$ cat src/rtl/tinyqv_fetch_pkg.sv
// rtl/tinyqv_fetch_pkg.sv - shared types and helpers for the instruction prefetch buffer
package tinyqv_fetch_pkg;

  // Fetch stream state seen by the memory side
  typedef enum logic [1:0] {
    FS_IDLE  = 2'd0,
    FS_RUN   = 2'd1,
    FS_FLUSH = 2'd2
  } fetch_state_t;

  // Low two bits of a 32-bit RV32 instruction; anything else is a 16-bit RVC instruction
  localparam logic [1:0] RVC_MASK = 2'b11;

  // Instruction length in halfwords, decided from the low bits of its first halfword
  function automatic logic [1:0] instr_len_of(input logic [1:0] hw0);
    return (hw0 == RVC_MASK) ? 2'b10 : 2'b01;
  endfunction

endpackage

$ cat src/rtl/tinyqv_fetch_ring.sv
// rtl/tinyqv_fetch_ring.sv - halfword ring storage with wrap-bit read/write pointers
module tinyqv_fetch_ring #(
  parameter int DEPTH_LOG2 = 2
) (
  input  logic                  clk,
  input  logic                  rst,
  input  logic                  clear,
  input  logic                  wr_en,
  input  logic [15:0]           wr_data,
  input  logic [1:0]            rd_adv,
  output logic [DEPTH_LOG2:0]   level,
  output logic                  full,
  output logic [15:0]           rd_hw0,
  output logic [15:0]           rd_hw1
);

  localparam int DEPTH = 1 << DEPTH_LOG2;
  localparam int PTR_W = DEPTH_LOG2 + 1;
  localparam logic [DEPTH_LOG2:0]   FULL_LEVEL = PTR_W'(DEPTH);
  localparam logic [DEPTH_LOG2-1:0] IDX_ONE    = DEPTH_LOG2'(1);

  logic [15:0]           slots [DEPTH];
  logic [DEPTH_LOG2:0]   rd_ptr;
  logic [DEPTH_LOG2:0]   wr_ptr;
  logic [DEPTH_LOG2-1:0] rd_idx0;
  logic [DEPTH_LOG2-1:0] rd_idx1;

  // The wrap bit makes full and empty distinguishable with plain subtraction
  assign level   = wr_ptr - rd_ptr;
  assign full    = (level == FULL_LEVEL);
  assign rd_idx0 = rd_ptr[DEPTH_LOG2-1:0];
  assign rd_idx1 = rd_idx0 + IDX_ONE;
  assign rd_hw0  = slots[rd_idx0];
  assign rd_hw1  = slots[rd_idx1];

  // Slot storage is not reset; readers qualify it with level
  always_ff @(posedge clk) begin
    if (wr_en) begin
      slots[wr_ptr[DEPTH_LOG2-1:0]] <= wr_data;
    end
  end

  // Pointer update; clear empties the ring on redirect
  always_ff @(posedge clk) begin
    if (rst || clear) begin
      rd_ptr <= '0;
      wr_ptr <= '0;
    end else begin
      wr_ptr <= wr_ptr + PTR_W'(wr_en);
      rd_ptr <= rd_ptr + PTR_W'(rd_adv);
    end
  end

endmodule

$ cat src/rtl/tinyqv_fetch_buffer.sv
// rtl/tinyqv_fetch_buffer.sv - instruction prefetch buffer between QSPI fetch and decoder
module tinyqv_fetch_buffer
  import tinyqv_fetch_pkg::*;
#(
  parameter int DEPTH_LOG2 = 2,
  parameter int ADDR_HI    = 23
) (
  input  logic                clk,
  input  logic                rst,
  output logic [ADDR_HI:1]    fetch_addr,
  output logic                fetch_restart,
  output logic                fetch_stall,
  input  logic                fetch_started,
  input  logic                fetch_stopped,
  input  logic [15:0]         fetch_data,
  input  logic                fetch_ready,
  output logic [31:0]         instr,
  output logic [1:0]          instr_len,
  output logic                instr_avail,
  output logic [ADDR_HI:1]    pc,
  input  logic                consume,
  input  logic                redirect,
  input  logic [ADDR_HI:1]    redirect_addr,
  output logic [DEPTH_LOG2:0] level,
  output logic                overflow
);

  localparam int DEPTH  = 1 << DEPTH_LOG2;
  localparam int LVL_W  = DEPTH_LOG2 + 1;
  localparam logic [DEPTH_LOG2:0] LVL_ONE     = LVL_W'(1);
  localparam logic [DEPTH_LOG2:0] LVL_TWO     = LVL_W'(2);
  localparam logic [DEPTH_LOG2:0] STALL_LEVEL = LVL_W'(DEPTH - 1);

  fetch_state_t        state;
  fetch_state_t        state_next;
  logic                full;
  logic [15:0]         rd_hw0;
  logic [15:0]         rd_hw1;
  logic                can_write;
  logic                write_en;
  logic                overflow_hit;
  logic                do_consume;
  logic [1:0]          consume_amt;
  logic [DEPTH_LOG2:0] level_next;
  logic                stall_next;

  tinyqv_fetch_ring #(
    .DEPTH_LOG2(DEPTH_LOG2)
  ) u_ring (
    .clk     (clk),
    .rst     (rst),
    .clear   (redirect),
    .wr_en   (write_en),
    .wr_data (fetch_data),
    .rd_adv  (consume_amt),
    .level   (level),
    .full    (full),
    .rd_hw0  (rd_hw0),
    .rd_hw1  (rd_hw1)
  );

  // A whole instruction is present: one RVC halfword, or two halfwords of anything
  assign instr_avail = ((level >= LVL_ONE) && (rd_hw0[1:0] != RVC_MASK)) || (level >= LVL_TWO);
  assign instr       = instr_avail ? {rd_hw1, rd_hw0} : 32'h0;
  assign instr_len   = instr_len_of(instr[1:0]);

  // A same-cycle consume frees space before the write lands, so a full ring may still accept
  assign do_consume   = consume && instr_avail && !redirect;
  assign consume_amt  = do_consume ? instr_len : 2'b00;
  assign can_write    = !full || do_consume;
  assign write_en     = fetch_ready && (state == FS_RUN) && can_write && !redirect;
  assign overflow_hit = fetch_ready && (state == FS_RUN) && !can_write && !redirect;
  assign level_next   = redirect ? '0 : (level + LVL_W'(write_en) - LVL_W'(consume_amt));
  assign stall_next   = (state_next == FS_RUN) && (level_next >= STALL_LEVEL);
  assign fetch_restart = (state == FS_IDLE);

  // Next fetch state; redirect outranks everything, stopped outranks started
  always_comb begin
    state_next = state;
    if (redirect) begin
      state_next = FS_FLUSH;
    end else begin
      case (state)
        FS_IDLE:  if (!fetch_stopped && fetch_started) state_next = FS_RUN;
        FS_RUN:   if (fetch_stopped) state_next = FS_IDLE;
        FS_FLUSH: state_next = FS_IDLE;
        default:  state_next = FS_IDLE;
      endcase
    end
  end

  // Fetch FSM, addresses, registered stall and sticky overflow
  always_ff @(posedge clk) begin
    if (rst) begin
      state       <= FS_IDLE;
      pc          <= '0;
      fetch_addr  <= '0;
      fetch_stall <= 1'b0;
      overflow    <= 1'b0;
    end else begin
      state       <= state_next;
      fetch_stall <= stall_next;
      if (overflow_hit) begin
        overflow <= 1'b1;
      end
      if (redirect) begin
        pc         <= redirect_addr;
        fetch_addr <= redirect_addr;
      end else begin
        if (do_consume) begin
          pc <= pc + ADDR_HI'(instr_len);
        end
        if (write_en) begin
          fetch_addr <= fetch_addr + ADDR_HI'(1);
        end
      end
    end
  end

endmodule

$ cat config.mk
export PLATFORM = sky130hd
export DESIGN_NAME = tinyqv_fetch_buffer
export DESIGN_NICKNAME = d
export VERILOG_FILES = /design/src/rtl/tinyqv_fetch_pkg.sv /design/src/rtl/tinyqv_fetch_ring.sv /design/src/rtl/tinyqv_fetch_buffer.sv
export SDC_FILE = /design/constraint.sdc
export NUM_CORES = 1
export LEC_CHECK = 0
export BUFFER_PORTS_ARGS = -buffer_cell sky130_fd_sc_hd__buf_2
export CAP_MARGIN = 20
export CORE_ASPECT_RATIO = 1.2
export CORE_MARGIN = 5
export CORE_UTILIZATION = 40
export CTS_CLUSTER_DIAMETER = 30
export DETAILED_ROUTE_END_ITERATION = 10
export PLACE_DENSITY_LB_ADDON = 0.1
export SYNTH_ARGS = -nofsm -noshare
export SYNTH_HDL_FRONTEND = slang
export SYNTH_SLANG_ARGS = --single-unit
$ cat constraint.sdc
create_clock -name clk -period 5.33 [get_ports clk]
set_input_delay 0.533 -clock clk [delete_from_list [all_inputs] [get_ports clk]]
set_output_delay 0.533 -clock clk [all_outputs]
set_load 0.01 [all_outputs]
==> run metrics, run 1 <==
DR vias=4808; hpwl dp=12400 um; Port Buffer Count=132; pin count of the biggest net entering global routing=41; core area=0.0150 mm^2; die area=0.0179 mm^2; die width=123 um; vias per inst=5.48; TNS Setup=0 ps; Peak supply drop=214 uV; clock slew at reported path FFs=60 ps; Top delay family on crit path=simple AND/OR/NAND/NOR gates; cell taking the most area after synthesis=edfxtp_1; IO Pins=133; Root Buffer Master=clkbuf_16; placer congestion estimate=0.860; crit share post-route=0.822; top_reg_cell synth=edfxtp_1; Seq cells post-synth=120; cts repair resizes=0; Hold Path End=state[0]; Final Hold Viols=0; H-tree Lvls=4; share of cells above drive strength 1=0.316; CTS Buffer Depth=2; Antenna Cells=0; Pleak=2.98 nW; CTS tree=built; worst path required time=5650 ps; fin nets=720; Finish-stage setup viols=0; antenna violations before repair=1; clock latency on the worst-skew pair=420 ps; Max Fclk=0.228 GHz; crit path cell chain=ha_1 -> inv_1 -> fa_1 -> xnor3_2 -> or2_2 -> nand2_1 -> inv_1 -> ha_1 -> a21oi_1 -> nor3b_1 -> o21ai_1 -> or3_1 -> a311oi_1; slowest CP cell=dfxtp_2; row count=49; first-pass GRT wire length=26700 um; WL final=17000 um; setup ws final=947 ps; Initial Util=0.407; Synth top area share=0.314; vias in the first global route=5022; reg-to-reg slack, setup=950 ps; post-route DRC violation count=0; die extent in y=145 um; Mapped Cells=530; Synth Warn #=0; asr flop ratio synth=0; Synth Net Count=590; Crit Path Class=reg2reg; RSZ-0062 raised after global routing=false; crit path DAT=4710 ps; r2r startpoint=u_ring.rd_ptr[0]; drt pass-1 iters=5; wire per inst=19.4 um; Final min period=4380 ps; crit end category=register; syn_area_per_cell=11.5 um^2; mapped cell area=0.00612 mm^2; Post-synth top cells=64 x edfxtp_1, 56 x dfxtp_1, 38 x and2_1; Slowest Stage Delay on Critical Path=660 ps; outcome=finished clean; r2r endpoint=pc[22]; crit-path max FO=16; pre-CTS setup slack=961 ps; hold path cells=2; Critical path buffers and inverters=2; Synth-to-Final Area Change=24.7%; total track usage=0.195; Startpoint Class=register; number of CTS-inserted buffers=17; Slew Viols, Final=0; Slew Limit Headroom=0.377; Synth area leaders=edfxtp_1 31%, dfxtp_1 18%, mux4_2 12%, and2_1 3.9%, xor2_1 2.7%; max cap viols=0; Hold Path Origin=fetch_stopped; most frequent cell after synthesis=edfxtp_1; Clock Skew=6.77 ps; Filler cells=1345; total setup buffers inserted after CTS=0; sequential area share after synthesis=0.497; Starting DRT DRC Count=259; power per standard cell area=308 mW/mm^2; Post-DRT Antenna Nets=0; total gr overflow=0; Post-synth EDFFs=64; measured slew at the worst slew-check pin=935 ps; worst min path class=in2reg; Unique masters post-synth=51; Worst R2R Path Depth=13; Post-CTS Hold Buffers=0; Num Clock Sinks=120
==> worst max-delay path by stage <==
| stage | start | to | slack [ps] | cells after the start |
|---|---|---|---|---|
| after floorplan | u_ring.rd_ptr[1] | pc[22] | 1080 | 15 |
| after global placement | u_ring.rd_ptr[0] | pc[22] | 1150 | 13 |
| after detailed placement | u_ring.rd_ptr[0] | pc[22] | 960 | 13 |
| after CTS | u_ring.rd_ptr[0] | pc[22] | 980 | 13 |
| after global routing | u_ring.rd_ptr[0] | pc[22] | 600 | 13 |
| final | u_ring.rd_ptr[0] | pc[22] | 950 | 13 |
==> cell families after synthesis <==
kind of cell	share of synthesized area
buffers and inverters	0.0354
muxes	0.119
AOI/OAI and AO/OA	0.113
DFF	0.497
and+or+nand+nor	0.156
xor gates and xnor gates	0.0454
adders and majority gates	0.0335
==> worst reg2reg max path, cell delays in order, from the launching register on <==
cell	delay, ps
dfxtp_2	660
ha_1	240
inv_1	50
fa_1	370
xnor3_2	340
or2_2	430
nand2_1	150
inv_1	100
ha_1	290
a21oi_1	80
nor3b_1	530
o21ai_1	380
or3_1	430
a311oi_1	240
==> layer usage <==
layer | vias to the layer above | routed length (um) | GRT usage | share of wire
met4 | 2 | 373 | 0.0784 | 0.022
li1 | 2271 | - | - | -
met5 | - | 7 | 0 | 0.00041
met1 | 2345 | 6990 | 0.233 | 0.41
met3 | 27 | 1160 | 0.0509 | 0.068
met2 | 163 | 8520 | 0.331 | 0.50
==> placed cells by master, fill, tap and decap left out, drive strengths merged, types with 13 or more instances in the layout <==
cell    Yosys  final
a21oi      19     19
nand3      25     25
a21boi     14     14
mux4       32     32
edfxtp     64     64
inv        25     30
xor2       19     19
nor2       28     28
buf         3    141
and2       38     38
nand2      31     31
dfxtp      56     56
o21ai      13     13
clkbuf     27     17
==> report_power, final <==
part / internal (mW) / switching (mW) / leakage, nW
clock network: 0.745 / 0.449 / 0.295
logic: 0.0549 / 0.0748 / 1.65
registers: 0.997 / 0.0321 / 1.04
==> metrics by stage <==
stage | cell area, um^2 | hold slack (ps) | instances | power, mW | util
2_1_floorplan | 6120 | 422 | 530 | 1.11 | -
3_3_place_gp | 6980 | 480 | 843 | 1.18 | 0.464
3_5_place_dp | 6980 | 480 | 843 | 1.18 | 0.464
4_1_cts | 7590 | 304 | 875 | 2.38 | 0.506
5_1_grt | 7630 | 313 | 877 | 2.44 | 0.508
6_report | 7630 | 320 | 877 | 2.35 | 0.508
==> registers in the layout, summed over array words and instances (netlist names) <==
register and count:
state 2, fetch_stall 1, u_ring.slots 64, u_ring.rd_ptr 3
overflow 1, fetch_addr 23, u_ring.wr_ptr 3, pc 23
==> final cells by class <==
class | instances | area [um^2] | share of cell area
Clock inverter | 15 | 193 | 0.0253
Multi-Input combinational cell | 355 | 2870 | 0.376
Clock buffer | 17 | 425 | 0.0558
Inverter | 25 | 93.8 | 0.0123
Tap cell | 204 | 255 | 0.0335
Timing Repair Buffer | 141 | 746 | 0.0978
Sequential cell | 120 | 3050 | 0.399
(Power assumes the default switching activity.)
==> run 2, diff against run 1 <==
==> constraint.sdc (replaced) <==
create_clock -name clk -period 3.69 [get_ports clk]
set_input_delay 0.369 -clock clk [delete_from_list [all_inputs] [get_ports clk]]
set_output_delay 0.369 -clock clk [all_outputs]
set_load 0.01 [all_outputs]
==> run 2 against run 1 <==
Sequential share of layout area decreased by 0.26 points; critical path type unchanged; flip-flop and latch count unchanged; wire length decreased by 3.8%; via count decreased by 0.40%; critical path depth increased by 1; hold slack got worse by 190 ps; global-route usage decreased by 0.87 points; combinational power increased by 45%; fmax increased by 28%; die area unchanged; highest routed layer is now met4.
==> run metrics, run 2 (synthesis gave the netlist of run 1 again) <==
outcome=finished clean; crit path cell chain=inv_1 -> ha_1 -> inv_1 -> fa_1 -> xnor3_2 -> or2_4 -> nand2_2 -> ha_1 -> fa_1 -> and4_4 -> o211ai_1 -> a21o_1 -> or3_1 -> a311oi_1; Peak supply drop=233 uV (+8.7%); total gr overflow=0 (unchanged); CTS Buffer Depth=2 (unchanged); Worst path depth=14 (+1); die extent in y=145 um (unchanged); vias per inst=5.41 (-1.3%); Num Clock Sinks=120 (unchanged); RSZ-0062 raised after global routing=false; clock latency on the worst-skew pair=410 ps (about the same); Crit Path Class=reg2reg; clock network fraction of total power=0.502 (-0.005); Worst R2R Path Depth=14 (+1); share of cells above drive strength 1=0.320 (+0.00362); Clock Skew=6.76 ps (-0.00786 ps); hold path cells=2 (unchanged); Port Buffer Count=132 (unchanged); Hold Path End=state[0]; TNS Setup=0 ps (unchanged); combinational group share of total power=0.056 (about the same); H-tree Lvls=4 (unchanged); switching portion of total power=0.214 (-0.0224); Top delay family on crit path=simple AND/OR/NAND/NOR gates; crit path launch=u_ring.wr_ptr[0]; internal power=2.65 mW (+47%); Slew Viols, Final=0 (unchanged); vias in the first global route=5033 (+0.22%); CTS tree=built; WL final=16400 um (-3.8%); reg-to-reg slack, setup=260 ps (-690 ps); Startpoint Class=register; measured slew at the worst slew-check pin=794 ps (-141 ps); antenna violations before repair=0 (-1); minimum hold slack=129 ps (-191 ps); first-pass GRT wire length=25500 um (-4.5%); Starting DRT DRC Count=340 (+31%); Synth-to-Final Area Change=25.4%; worst path required time=4000 ps (-1650 ps); r2r endpoint=pc[17]; Net Switching=0.720 mW (+29%); pin count of the biggest net entering global routing=41 (unchanged); commonest non-fill, non-tap cells in the layout=132 x buf_2, 64 x edfxtp_1, 55 x dfxtp_1; die area=0.0179 mm^2 (unchanged); Post-CTS Hold Buffers=0 (unchanged); fin nets=728 (+1.1%); crit-path max FO=13 (-3); slowest CP cell=fa_1; Root Buffer Master=clkbuf_16; core area=0.0150 mm^2 (unchanged); Slowest Stage Delay on Critical Path=370 ps (-290 ps); max cap viols=0 (unchanged); placer congestion estimate=0.869 (+1.1%); sequential power share=0.442 (+0.005); r2r startpoint=u_ring.wr_ptr[0]; drt pass-1 iters=4 (-1); power per standard cell area=439 mW/mm^2 (+42%); Antenna Cells=0 (unchanged); Slew Limit Headroom=0.468 (+0.0912); Initial Util=0.407 (unchanged); worst min path class=in2reg; DR vias=4789 (-0.40%); row count=49 (unchanged); die width=123 um (unchanged); IO Pins=133 (unchanged); Hold Path Origin=fetch_stopped; cts repair resizes=0 (unchanged); wire per inst=18.5 um (-4.7%); Max Fclk=0.291 GHz (+28%); hpwl dp=12100 um (-2.6%); crit path DAT=3750 ps (-960 ps); crit share post-route=0.930 (+0.108); clock slew at reported path FFs=50 ps (about the same); post-route DRC violation count=0 (unchanged); Final Hold Viols=0 (unchanged); total track usage=0.186 (-0.00866); Post-DRT Antenna Nets=0 (unchanged); Pleak=3.02 nW (+1.2%); crit end category=register; Finish-stage setup viols=0 (unchanged); Final min period=3430 ps (-951 ps); total setup buffers inserted after CTS=0 (unchanged); number of CTS-inserted buffers=17 (unchanged); max FFs per register=64 (unchanged); leading cell type in the layout, fill and taps excluded=buf_2; Critical path buffers and inverters=2 (unchanged)
-- run 2: cell count changes in the layout (fill, tap and decap cells not counted), sizes merged --
| cell | previous run | this run |
|---|---|---|
| buf | 141 | 149 |
| clkbuf | 17 | 23 |
| clkinvlp | 2 | 1 |
| inv | 30 | 25 |
-- run 2: through the flow --
stage | area [um^2] | cells | utilization | power (mW) | setup slack (ps)
final | 7670 | 885 | 0.511 | 3.37 | 258
after global routing | 7670 | 885 | 0.511 | 3.49 | 23.0
after CTS | 7670 | 885 | 0.511 | 3.40 | 161
after detailed placement | 7060 | 853 | 0.470 | 1.70 | 161
after global placement | 7060 | 853 | 0.470 | 1.70 | 237
after floorplan | 6150 | 530 | - | 1.60 | 32.6
-- run 2: worst max-delay path by stage --
stage,end,slack (ps)
after floorplan,pc[17],30
after global placement,pc[23],240
after detailed placement,pc[17],160
after CTS,pc[17],160
after global routing,pc[17],20
final,pc[17],260
-- run 2: power by group through the flow --
stage	Combinational [mW]	Clock [mW]	Sequential, mW
finish	0.188	1.69	1.49
detailed placement	0.190	0	1.51
CTS	0.191	1.72	1.49
global route	0.209	1.79	1.49
global placement	0.187	0	1.51
floorplan	0.0817	0	1.52
-- run 2: layout make-up --
type,instances,area (um^2)
inverter,25,93.8
clock inverter,9,123
clock buffer,23,488
tap,204,255
sequential,120,3040
multi-input combinational,355,2880
timing repair buffer,149,788
fill,1388,7350
-- run 2: routing by layer --
metal	vias to the layer above	global-route usage	share of wire
li1	2276	-	-
met1	2323	0.206	0.40
met2	157	0.328	0.52
met3	33	0.0552	0.059
met4	0	0.0796	0.027
met5	-	0	0
==> run 3, diff against run 2 <==
--- a/config.mk
+++ b/config.mk
@@ -13,6 +13,7 @@
 export CTS_CLUSTER_DIAMETER = 30
 export DETAILED_ROUTE_END_ITERATION = 10
 export PLACE_DENSITY_LB_ADDON = 0.1
+export RECOVER_POWER = 100
 export SYNTH_ARGS = -nofsm -noshare
 export SYNTH_HDL_FRONTEND = slang
 export SYNTH_SLANG_ARGS = --single-unit
==> run 3 against run 2 <==
Hold slack is essentially flat; critical path type unchanged; utilization down 1.0 points; non-clock buffer count stayed put; critical path depth decreased by 3; wire length is 0.20% lower; critical endpoint is now u_ring.slots[3][11]; largest power group unchanged; power down 0.35%; sequential power hardly changed.
==> run metrics, run 3 (synthesis gave the netlist of run 1 again) <==
internal power=2.63 mW (-0.44%); crit path launch=u_ring.wr_ptr[0]; post-route DRC violation count=0 (unchanged); number of CTS-inserted buffers=17 (unchanged); die area=0.0179 mm^2 (unchanged); Num Clock Sinks=120 (unchanged); Peak supply drop=231 uV (-0.55%); GR Util met1=0.206 (unchanged); placer congestion estimate=0.869 (unchanged); share of cells above drive strength 1=0.170 (-0.150); max FFs per register=64 (unchanged); vias in the first global route=5033 (unchanged); Crit Path Class=reg2reg; Cell Count, Final, Fillers Out=885 (unchanged); switching portion of total power=0.215 (+0.000731); die extent in y=145 um (unchanged); Post-DRT Antenna Nets=0 (unchanged); first-pass GRT wire length=25500 um (unchanged); drt pass-1 iters=4 (unchanged); reg-to-reg slack, setup=250 ps (about the same); Slew Viols, Final=0 (unchanged); commonest non-fill, non-tap cells in the layout=100 x clkbuf_1, 64 x edfxtp_1, 55 x dfxtp_1; Worst R2R Path Depth=11 (-3); combinational group share of total power=0.052 (-0.004); wire per inst=18.5 um (-0.20%); IO Pins=133 (unchanged); met2 Track Usage GR=0.328 (unchanged); hpwl dp=12100 um (unchanged); sequential power share=0.444 (+0.002); crit share post-route=0.933 (+0.00287); r2r startpoint=u_ring.wr_ptr[0]; WL final=16400 um (-0.20%); die width=123 um (unchanged); core area=0.0150 mm^2 (unchanged); clock slew at reported path FFs=50 ps (about the same); clock network fraction of total power=0.504 (+0.002); placed cell count=853 (unchanged); DP Area=0.00706 mm^2 (unchanged); total track usage=0.186 (unchanged); measured slew at the worst slew-check pin=791 ps (-2.58 ps); Starting DRT DRC Count=295 (-13%); power per standard cell area=446 mW/mm^2 (+1.7%); worst min path class=in2reg; RSZ-0062 raised after global routing=false; crit-path max FO=16 (+3); Antenna Cells=0 (unchanged); CTS tree=built; Finish-stage setup viols=0 (unchanged); max cap viols=0 (unchanged); CTS Buffer Depth=2 (unchanged); Finished Cell Area=0.00752 mm^2 (-2.0%); Final Hold Viols=0 (unchanged); total gr overflow=0 (unchanged); H-tree Lvls=4 (unchanged); fin nets=728 (unchanged); Startpoint Class=register; Final min period=3440 ps (+10.6 ps); cts repair resizes=0 (unchanged); Clock Skew=7.05 ps (+0.290 ps); vias per inst=5.43 (+0.42%); antenna violations before repair=0 (unchanged); Filler cells=1445 (+4.1%); crit end category=register; grt peak-use layer=met2; met3 track demand over resource=0.0552 (unchanged); TNS Setup=0 ps (unchanged); Root Buffer Master=clkbuf_16; Initial Util=0.407 (unchanged); crit path DAT=3560 ps (-190 ps); total setup buffers inserted after CTS=0 (unchanged); row count=49 (unchanged); pin count of the biggest net entering global routing=41 (unchanged); clock latency on the worst-skew pair=410 ps (about the same); Port Buffer Count=132 (unchanged); worst path required time=3810 ps (-190 ps); Post-CTS Hold Buffers=0 (unchanged); DR vias=4809 (+0.42%); Setup crit end=u_ring.slots[3][11]; leading cell type in the layout, fill and taps excluded=clkbuf_1; Net Switching=0.720 mW (about the same); outcome=finished clean; r2r endpoint=u_ring.slots[3][11]; Synth-to-Final Area Change=22.9%; Pleak=2.64 nW (-13%); Slew Limit Headroom=0.470 (+0.00173); Max Fclk=0.290 GHz (-0.31%)
==> run 3: layout make-up <==
cell class	count	area, um^2	share of cell area
inverter	25	93.8	0.0125
timing repair buffer	149	648	0.0862
sequential	120	3040	0.405
clock buffer	23	488	0.0649
clock inverter	9	123	0.0163
tap	204	255	0.0340
multi-input combinational	355	2870	0.381
==> run 3: power groups by stage <==
stage               Combinational (mW)  Sequential (mW)  Clock (mW)
floorplan                       0.0817             1.52           0
global placement                 0.187             1.51           0
detailed placement               0.190             1.51           0
CTS                              0.191             1.49        1.72
global route                     0.197             1.49        1.79
finish                           0.176             1.49        1.69
==> run 3: critical path, cell delays in order, from the launching register on <==
cell and delay [ps]:
dfxtp_1 380, inv_1 90, ha_1 190, inv_1 60
fa_1 430, clkbuf_1 210, nor2b_1 350, a311o_1 280
clkbuf_1 430, inv_1 220, and3_1 240, clkbuf_4 260
==> run 3: routing by layer <==
layer,vias up,share of wire
met3,32,0.064
met1,2335,0.39
li1,2275,-
met2,167,0.52
met5,-,0
met4,0,0.027
==> run 3: how the worst min path moves through the flow <==
stage / endpoint / slack (ps) / start / cells past startpoint
after floorplan: state[0] / 420 / state[1] / 1
after global placement: state[0] / 460 / state[1] / 1
after detailed placement: overflow / 470 / overflow / 2
after CTS: state[0] / 120 / fetch_stopped / 2
after global routing: state[0] / 130 / fetch_stopped / 2
final: state[0] / 130 / fetch_stopped / 2
==> run 3: stage by stage <==
| step | setup slack [ps] | hold slack (ps) | power, mW | utilization |
|---|---|---|---|---|
| CTS | 161 | 118 | 3.40 | 0.511 |
| global route | 52.9 | 127 | 3.48 | 0.500 |
| global placement | 237 | 463 | 1.70 | 0.470 |
| finish | 248 | 129 | 3.35 | 0.500 |
| detailed placement | 161 | 469 | 1.70 | 0.470 |
| floorplan | 32.6 | 422 | 1.60 | - |
